[config.mk]
export PLATFORM = sky130hd
export DESIGN_NAME = m3_speed_power_ramp
export DESIGN_NICKNAME = d
export VERILOG_FILES = /design/src/rtl/m3_pkg.sv /design/src/rtl/m3_step_timer.sv /design/src/rtl/m3_speed_power_ramp.sv
export SDC_FILE = /design/constraint.sdc
export NUM_CORES = 1
export LEC_CHECK = 0
export CAP_MARGIN = 20
export CORE_ASPECT_RATIO = 2
export CORE_UTILIZATION = 29
export DETAILED_ROUTE_END_ITERATION = 10
export MAX_ROUTING_LAYER = met4
export PLACE_DENSITY = 0.56
export SKIP_CTS_REPAIR_TIMING = 1
export SYNTH_ARGS = -nofsm -noshare
export SYNTH_HDL_FRONTEND = slang
export SYNTH_SLANG_ARGS = --single-unit
export TNS_END_PERCENT = 1
[constraint.sdc]
create_clock -name clkI -period 6.5 [get_ports clkI]
set_input_delay 1.3 -clock clkI [delete_from_list [all_inputs] [get_ports clkI]]
set_output_delay 1.3 -clock clkI [all_outputs]
set_load 0.05 [all_outputs]
[src/rtl/m3_pkg.sv]
// Shared types and helpers for the 3-phase speed/power ramp sequencer.
package m3_pkg;

    // Sequencer states: stopped, running at the requested speed, decelerating to stop.
    typedef enum logic [1:0] {
        IDLE   = 2'd0,
        RUN    = 2'd1,
        RAMPDN = 2'd2
    } m3State_t;

    // Step code shown while stopped: all ones at the given index width.
    function automatic logic [31:0] M3_IDLE_STEP(input int stepW);
        return (32'd1 << stepW) - 32'd1;
    endfunction

    // Geometric ramp increment: period >> shift, never less than one cycle.
    function automatic logic [31:0] m3AdjStep(input logic [31:0] period, input int shift);
        logic [31:0] q;
        q = period >> shift;
        return (q == 32'd0) ? 32'd1 : q;
    endfunction

endpackage

[src/rtl/m3_step_timer.sv]
// Step period timer: counts 0..period-1, raises a terminal tick and a registered strobe.
module m3_step_timer #(
    parameter int PERIOD_W = 22
) (
    input  logic                clkI,
    input  logic                nRstI,
    input  logic                clrI,
    input  logic [PERIOD_W-1:0] periodI,
    output logic                tickO,
    output logic                stbO
);

    logic [PERIOD_W-1:0] timerReg;
    logic                stbReg;

    // Greater-or-equal compare so a period shrink below the current count ends the step at once.
    assign tickO = !clrI && (timerReg >= (periodI - PERIOD_W'(1)));
    assign stbO  = stbReg;

    // Count within the step; restart on terminal tick or while held clear.
    always_ff @(posedge clkI or negedge nRstI) begin
        if (!nRstI) begin
            timerReg <= '0;
            stbReg   <= 1'b0;
        end else begin
            stbReg <= tickO;
            if (clrI || tickO) begin
                timerReg <= '0;
            end else begin
                timerReg <= timerReg + PERIOD_W'(1);
            end
        end
    end

endmodule

[src/rtl/m3_speed_power_ramp.sv]
// Speed/power ramp sequencer: FSM, geometric period ramp, saturating power and step index.
module m3_speed_power_ramp
    import m3_pkg::*;
#(
    parameter int PERIOD_W   = 22,
    parameter int PERIOD_MIN = 40,
    parameter int PERIOD_MAX = 4000000,
    parameter int RATE_SHIFT = 3,
    parameter int STEPS      = 12,
    parameter int STEP_W     = 4,
    parameter int POWER_W    = 8
) (
    input  logic                clkI,
    input  logic                nRstI,
    input  logic                startI,
    input  logic                forceStopI,
    input  logic                invRotateI,
    input  logic                freqIncI,
    input  logic                freqDecI,
    input  logic                powerIncI,
    input  logic                powerDecI,
    output logic [STEP_W-1:0]   stepO,
    output logic                stepStbO,
    output logic                runningO,
    output logic [PERIOD_W-1:0] periodO,
    output logic [POWER_W-1:0]  powerO
);

    localparam logic [PERIOD_W-1:0] P_MIN     = PERIOD_W'(PERIOD_MIN);
    localparam logic [PERIOD_W-1:0] P_MAX     = PERIOD_W'(PERIOD_MAX);
    localparam logic [STEP_W-1:0]   IDLE_STEP = STEP_W'(M3_IDLE_STEP(STEP_W));
    localparam logic [STEP_W-1:0]   LAST_STEP = STEP_W'(STEPS - 1);
    localparam logic [POWER_W-1:0]  POWER_TOP = '1;

    m3State_t            stateReg, stateNext;
    logic [PERIOD_W-1:0] periodReg, periodNext;
    logic [STEP_W-1:0]   stepReg, stepNext;
    logic [POWER_W-1:0]  powerReg, powerNext;
    logic                tick;
    logic                timerClr;

    // Ramp arithmetic one bit wider than the period so neither direction can wrap.
    logic [PERIOD_W:0]   adjW, upW, dnW;
    logic [PERIOD_W-1:0] slowPeriod, fastPeriod;

    assign adjW       = (PERIOD_W+1)'(m3AdjStep(32'(periodReg), RATE_SHIFT));
    assign upW        = {1'b0, periodReg} + adjW;
    assign dnW        = {1'b0, periodReg} - adjW;
    assign slowPeriod = (upW > {1'b0, P_MAX}) ? P_MAX : upW[PERIOD_W-1:0];
    assign fastPeriod = (dnW < {1'b0, P_MIN}) ? P_MIN : dnW[PERIOD_W-1:0];

    // Timer is held at zero while stopped or being force-stopped, which also kills a coincident strobe.
    assign timerClr = forceStopI || (stateReg == IDLE);

    m3_step_timer #(
        .PERIOD_W(PERIOD_W)
    ) uTimer (
        .clkI   (clkI),
        .nRstI  (nRstI),
        .clrI   (timerClr),
        .periodI(periodReg),
        .tickO  (tick),
        .stbO   (stepStbO)
    );

    // State register.
    always_ff @(posedge clkI or negedge nRstI) begin
        if (!nRstI) begin
            stateReg <= IDLE;
        end else begin
            stateReg <= stateNext;
        end
    end

    // Next-state logic; force stop wins over everything.
    always_comb begin
        stateNext = stateReg;
        if (forceStopI) begin
            stateNext = IDLE;
        end else begin
            case (stateReg)
                IDLE:    if (startI) stateNext = RUN;
                RUN:     if (!startI) stateNext = RAMPDN;
                RAMPDN: begin
                    if (startI) begin
                        stateNext = RUN;
                    end else if (tick && (periodReg == P_MAX)) begin
                        stateNext = IDLE;
                    end
                end
                default: stateNext = IDLE;
            endcase
        end
    end

    // Next period, step index and power level.
    always_comb begin
        periodNext = periodReg;
        stepNext   = stepReg;
        powerNext  = powerReg;

        if (forceStopI) begin
            powerNext = '0;
        end else if (powerIncI && !powerDecI && (powerReg != POWER_TOP)) begin
            powerNext = powerReg + POWER_W'(1);
        end else if (powerDecI && !powerIncI && (powerReg != '0)) begin
            powerNext = powerReg - POWER_W'(1);
        end

        if (!forceStopI) begin
            if (stateReg == IDLE) begin
                if (startI) begin
                    periodNext = P_MAX;
                    stepNext   = '0;
                end
            end else begin
                if (stateReg == RUN) begin
                    if (freqIncI && !freqDecI) begin
                        periodNext = fastPeriod;
                    end else if (freqDecI && !freqIncI) begin
                        periodNext = slowPeriod;
                    end
                end else if (tick) begin
                    periodNext = slowPeriod;
                end
                if (tick) begin
                    if (invRotateI) begin
                        stepNext = (stepReg == '0) ? LAST_STEP : stepReg - STEP_W'(1);
                    end else begin
                        stepNext = (stepReg == LAST_STEP) ? '0 : stepReg + STEP_W'(1);
                    end
                end
            end
        end
    end

    // Datapath registers.
    always_ff @(posedge clkI or negedge nRstI) begin
        if (!nRstI) begin
            periodReg <= P_MAX;
            stepReg   <= '0;
            powerReg  <= '0;
        end else begin
            periodReg <= periodNext;
            stepReg   <= stepNext;
            powerReg  <= powerNext;
        end
    end

    assign runningO = (stateReg != IDLE);
    assign stepO    = runningO ? stepReg : IDLE_STEP;
    assign periodO  = periodReg;
    assign powerO   = runningO ? powerReg : '0;

endmodule
=== Word-level counts from Yosys, hierarchy flattened ===
Cells that the tools add are included.

* Add/subtract/negate cells: 8
* Eq/ne operators: 10
* Reduce and logical (&&, ||, !) cells: 26
* Bitwise logic cells: 1
* Muxes and demuxes: 27
* $lt $le $gt $ge: 3

{| class="wikitable"
|+ Operator list
! cell !! number
|-
| 22-bit two-way mux || 9
|-
| 32-bit logical NOT || 1
|-
| 8-bit two-way mux || 4
|-
| 4-bit two-way mux || 7
|-
| 22-bit by 19-bit adder with 23-bit output || 1
|-
| 23-bit by 22-bit greater-than comparator with 1-bit output (second input constant) || 1
|-
| 23-bit by 6-bit < comparator with 1-bit output (second input constant) || 1
|-
| 22-bit by 19-bit subtractor with 23-bit output || 1
|-
| 22-bit by 1-bit adder with 22-bit output (second input constant) || 1
|-
| 22-bit == test (second input constant) || 1
|-
| 22-bit >= comparator || 1
|-
| 22-bit by 1-bit subtractor with 22-bit output (second input constant) || 1
|-
| 19-bit two-way mux || 1
|-
| 2-bit two-way mux || 5
|-
| 8-bit by 1-bit adder with 8-bit output (second input constant) || 1
|-
| 1-bit logical AND || 8
|-
| 8-bit != test (second input constant) || 1
|-
| 8-bit nonzero test || 1
|-
| 8-bit by 1-bit subtractor with 8-bit output (second input constant) || 1
|-
| 3-bit != test (second input constant) || 2
|-
| 2-bit one-hot mux with 3 select lines || 1
|-
| 3-bit AND reduction || 2
|-
| 3-bit nonzero test || 2
|-
| 1-bit logical NOT || 5
|-
| other kinds (14) || 16
|}

* Register bits after elaboration: 59
* Logic and storage cells: 81
* Input bits: 9

=== Logic depth before layout (Yosys ltp) ===
* Word-level depth: 9
* Depth in mapped cells: 19

=== Cells and area by module ===
A second synthesis with hierarchy kept.

* Cells, all modules: 874
* Area, all modules: 6970.4 um^2

{| class="wikitable"
|+ By module, submodules not included
! module !! instances !! area an instance (um^2) !! cells an instance
|-
| m3_speed_power_ramp || 1 || 5061.1 || 669
|-
| m3_step_timer || 1 || 1909.3 || 205
|}

=== Worst setup path after synthesis ===
No wires, ideal clock.

* Path type: reg-to-reg
* Start point: register periodReg[4], in the netlist periodO[4]
* End point: register stepReg[2]
* Slack: 2.084 ns
* Clock period less this slack: 4.416 ns
* Data arrival time: 4.291 ns
* Data required time: 6.375 ns
* Stages on the path, launching flop included: 17
* Cell sequence: dfrtp_1 -> clkbuf_1 -> nor4_1 -> nand2_1 -> nor2_1 -> nand4_1 -> nor3_1 -> xnor2_1 -> ha_1 -> and4_1 -> and3_1 -> a22oi_1 -> o2111a_1 -> a221oi_1 -> nor2_1 -> a211oi_1 -> mux2_2

* Word-level cells in the longest chain between the ends: 5

{| class="wikitable"
|+ Ends and longest elaborated chain
! item !! RTL line !! RTL
|-
| from (decl) || m3_speed_power_ramp.sv:36 || <nowiki>logic [PERIOD_W-1:0] periodReg, periodNext;</nowiki>
|-
| from (signal assigned) || m3_speed_power_ramp.sv:144 || <nowiki>periodReg <= periodNext;</nowiki>
|-
| 22-bit by 1-bit subtractor with 22-bit output || m3_step_timer.sv:17 || <nowiki>assign tickO = !clrI && (timerReg >= (periodI - PERIOD_W'(1)));</nowiki>
|-
| 22-bit >= comparator || m3_step_timer.sv:17 ||
|-
| 1-bit logical AND || m3_step_timer.sv:17 ||
|-
| 2-bit nonzero test (no line) || - ||
|-
| 3-bit AND reduction (no line) || - ||
|-
| to (signal assigned) || m3_speed_power_ramp.sv:145 || <nowiki>stepReg <= stepNext;</nowiki>
|-
| to (decl) || m3_speed_power_ramp.sv:37 || <nowiki>logic [STEP_W-1:0] stepReg, stepNext;</nowiki>
|}

No other way between the ends.
A chain may end at the register's enable or synchronous reset.

=== Worst setup path in the final report ===
* Start point: register periodReg[13], in the netlist periodO[13]
* End point: register periodReg[14], in the netlist periodO[14]

* Word-level cells in the longest chain between the ends: 9
* Elaborated cells on any way between the ends: 18

{| class="wikitable"
|+ Ends and longest elaborated chain
! item !! RTL line !! RTL
|-
| 32-bit logical NOT || m3_pkg.sv:20 || <nowiki>return (q == 32'd0) ? 32'd1 : q;</nowiki>
|-
| 19-bit two-way mux || m3_pkg.sv:20 ||
|-
| 22-bit by 19-bit adder with 23-bit output || m3_speed_power_ramp.sv:47 || <nowiki>assign upW = {1'b0, periodReg} + adjW;</nowiki>
|-
| 23-bit by 22-bit greater-than comparator with 1-bit output || m3_speed_power_ramp.sv:49 || <nowiki>assign slowPeriod = (upW > {1'b0, P_MAX}) ? P_MAX : upW[PERIOD_W-1:0];</nowiki>
|-
| 22-bit two-way mux || m3_speed_power_ramp.sv:49 ||
|-
| 22-bit two-way mux || m3_speed_power_ramp.sv:120 || <nowiki>end else if (freqDecI && !freqIncI) begin</nowiki>
|-
| 22-bit two-way mux || m3_speed_power_ramp.sv:118 || <nowiki>if (freqIncI && !freqDecI) begin</nowiki>
|-
| 22-bit two-way mux || m3_speed_power_ramp.sv:117 || <nowiki>if (stateReg == RUN) begin</nowiki>
|-
| 22-bit two-way mux || m3_speed_power_ramp.sv:111 || <nowiki>if (stateReg == IDLE) begin</nowiki>
|}

Several ways; a longest one is shown, not always the timed one. The select of a mux whose other input is x is not followed.

==> impl_metrics.py <==
metrics = {
    "clock_tree": {
        "insertion_delay_ns": 0.35,
        "cts_tree": "built",
        "cts_root_buf": "clkbuf_16",
        "clk_path_buf_depth": 2,
        "htree_levels": 3,
        "cts.clk_slew.worst_paths_ns": 0.06,
        "cts_buffers": 9,
        "cts_sinks": 59,
    },
    "hold_path": {
        "min_to": "uTimer.timerReg[21]$_DFF_PN0_",
        "holdCritStartpoint": "uTimer.timerReg[21]$_DFF_PN0_",
        "hold_depth": 2,
        "hold_path_class": "flop to flop",
    },
    "yosys": {
        "synth_cell_types": 83,
        "synthArstFlopShare_pct": 100,
        "synth_edf_count": 0,
        "synth_ff_type": "dfrtp_1",
        "syn_area_um2": 7110,
        "avgSynthCellArea_um2": 7.96,
        "yosysTopAreaCell": "dfrtp_1",
        "synth_top_area_share_pct": 18.3,
        "synth-warning-count": 0,
        "synth_fp_nets": 983,
        "syn_inst": 893,
        "synth_seq_cells": 59,
        "synth_area_leaders": "dfrtp_1 18%, ha_1 14%, xnor2_1 6.3%",
        "yosysSeqAreaShare_pct": 20.9,
    },
    "critical_path": {
        "r2r_cells": 15,
        "critPathMaxStageDelay_ns": 0.84,
        "crit_buf_inv": 1,
        "crit_top_cell": "a211oi_1",
        "path_cells": "inv_1 -> nand3_1 -> nor2_1 -> a41o_1 -> ha_1 -> fa_1 -> nand2b_1 -> a211oi_1 -> o211a_1 -> nor4_1 -> or3b_1 -> a211oi_1 -> nand4bb_1 -> nand2_4 -> o221ai_2",
        "cp_max_fo": 8,
        "timing.rr.start": "periodO[13]$_DFFE_PN0P_",
        "r2r_setup_slack_ns": 1.21,
        "critPathKind": "flop to flop",
        "cp.depth": 15,
        "worstSetupStartpointType": "flop",
        "end_kind": "flop",
        "crit_family": "compound AO/OA/AOI/OAI gates",
        "critPathArrivalTime_ns": 5.51,
        "r2r-end": "periodO[14]$_DFFE_PN0P_",
        "cp_slowest_cell": "a211oi_1",
        "worstPathRequired_ns": 6.72,
    },
    "finish": {
        "area_growth_pct": 13.6,
        "drive_gt1_share_pct": 8.41,
        "n_fill_cell": 2527,
        "final_core_util_pct": 33.8,
        "diodes": 0,
        "fin_nets": 1001,
    },
    "timing": {
        "finClkSkew_ns": 0.00606,
        "fin_ws_ns": 1.21,
        "fin_crit_ns": 5.29,
        "relSlewSlack_pct": 32.4,
        "grt_setup_unrepaired": "no",
        "max_slew.worst_pin.slew_ns": 1.01,
        "holdWs_ns": 0.558,
        "tns_ns": 0,
        "fmax_ghz": 0.189,
        "finalHoldViolCount": 0,
        "finalMaxSlewViolations": 0,
        "setup_viol": 0,
        "period_share_pct": 81.4,
    },
    "power_and_ir_drop": {
        "p_per_area_nw_per_um2": 614,
        "peakVddDrop_uv": 310,
        "power_leakage_nw": 3.48,
    },
    "placement": {
        "port_buffers": 44,
        "pre_cts_ws_ns": 1.33,
        "place_congestion": 1.01,
        "dp_hpwl_um": 19300,
    },
    "route": {
        "totalWireLength_um": 24300,
        "drc": 0,
        "routedWlPerCell_um": 20.2,
        "vias": 6871,
        "drtPass1Iterations": 5,
        "drt_iter0_drc": 392,
        "viasPerCell": 5.71,
        "final_antenna_net_count": 0,
    },
    "floorplan": {
        "die_h_um": 223,
        "die_w_um": 113,
        "rows": 80,
        "die_area_um2": 25200,
        "io_pins": 45,
        "core_um2": 23900,
        "initial_core_util_pct": 29.7,
    },
    "run_status": {
        "outcome": "finished clean",
    },
    "global_route": {
        "track_usage_pct": 20.4,
        "antenna_found_initial": 0,
        "grt_pass1_wl_um": 38100,
        "grt_start_max_net_pins": 60,
        "grt_overflow": 0,
        "grt_pass1_vias": 7059,
    },
    "run": {
        "cap_viol_max_count": 0,
    },
}
## layer usage
metal	global-route usage, %	up-vias	part of all wire (%)
met5	-	-	0
met4	15.3	0	7.3
met3	2.96	100	3.7
met2	38.7	203	56
met1	17.8	3301	34
li1	-	3267	-
## final cells by class
class                      count  area [µm²]  area share, %
clock buffer                  10         229           2.84
clock inverter                 6        80.1          0.992
tap                          287         359           4.45
timing repair buffer          54         510           6.32
sequential                    59        1490           18.4
multi-input combinational    734        5210           64.5
inverter                      53         199           2.46
## through the flow
step / instances / power [mW] / area [µm²]
2_1_floorplan: 893 / 3.37 / 7110
3_3_place_gp: 1187 / 4.37 / 7760
3_5_place_dp: 1187 / 4.36 / 7760
4_1_cts: 1203 / 4.90 / 8070
5_1_grt: 1203 / 5.29 / 8070
6_report: 1203 / 4.96 / 8070
## worst max-delay path by stage
stage	start	end	slack [ns]
floorplan	periodO[4]$_DFFE_PN0P_	stepReg[2]$_DFFE_PN0P_	2.08
global placement	periodO[6]$_DFFE_PN0P_	periodO[0]$_DFFE_PN0P_	1.38
detailed placement	periodO[6]$_DFFE_PN0P_	periodO[13]$_DFFE_PN0P_	1.33
CTS	periodO[4]$_DFFE_PN0P_	periodO[0]$_DFFE_PN0P_	1.30
global route	periodO[6]$_DFFE_PN0P_	periodO[0]$_DFFE_PN0P_	0.94
finish	periodO[13]$_DFFE_PN0P_	periodO[14]$_DFFE_PN0P_	1.21
## tightest hold or removal path, delay by kind of cell, from the launching register on
kind                      cells  cell delay, ns
xor gates and xnor gates      1            0.07
and+or+nand+nor               1            0.08
DFF                           1            0.36
## registers in the layout, indices dropped and copies added (netlist names)
signal,flops
uTimer.timerReg,22
periodO,22
powerReg,8
uTimer.stbO,1
stepReg,4
stateReg,2
## Yosys cell counts (4+ instances only)
library cell,instances
a211o_1,5
a211oi_1,11
a21o_1,21
a21oi_1,55
a31oi_1,8
and2_1,4
and3_1,16
buf_1,4
buf_4,4
clkbuf_1,34
dfrtp_1,52
dfstp_2,7
ha_1,78
inv_1,50
nand2_1,51
nand2b_1,19
nand3_1,33
nand4_1,17
nor2_1,93
nor2b_1,21
nor3_1,38
nor3b_1,4
nor4_1,18
o211ai_1,19
o21ai_0,34
o21bai_1,5
o221a_2,4
o221ai_1,6
o221ai_2,8
o22ai_1,4
or2_2,10
or3_1,9
xnor2_1,51
xor2_1,22
## logic make-up (layout without fill, tap and decap cells)
group | after synthesis | after routing | share of synthesized area [%]
muxes | 5 | 5 | 0.740
DFF | 59 | 59 | 20.9
buffers and inverters | 100 | 123 | 5.76
and+or+nand+nor | 349 | 349 | 25.1
xor gates and xnor gates | 73 | 73 | 9.00
adders and majority gates | 81 | 81 | 14.6
AOI/OAI and AO/OA | 226 | 226 | 23.9
## report_power, final
part / internal [mW] / switching, mW
Combinational: 1.36 / 2.46
Clock: 0.333 / 0.181
Sequential: 0.458 / 0.172
Total: 2.15 / 2.81
## layout by cell type (no fill, tap or decap), types with 5 or more instances in the layout
cell type        count
or3_1                9
dfstp_2              7
a211o_1              5
nand4_1             17
or2_2               10
o21ai_0             34
o21bai_1             5
dfrtp_1             52
and3_1              16
o221ai_2             8
xnor2_1             51
nor2_1              93
buf_4               10
a21o_1              21
inv_1               50
nand2b_1            19
nor4_1              18
xor2_1              22
clkbuf_16            9
a31oi_1              8
a211oi_1            11
nor2b_1             21
nand2_1             51
o221ai_1             6
o211ai_1            19
ha_1                78
nor3_1              38
nand3_1             33
clkdlybuf4s50_1     43
a21oi_1             55
No activity file was read; power rests on OpenSTA's default activity.
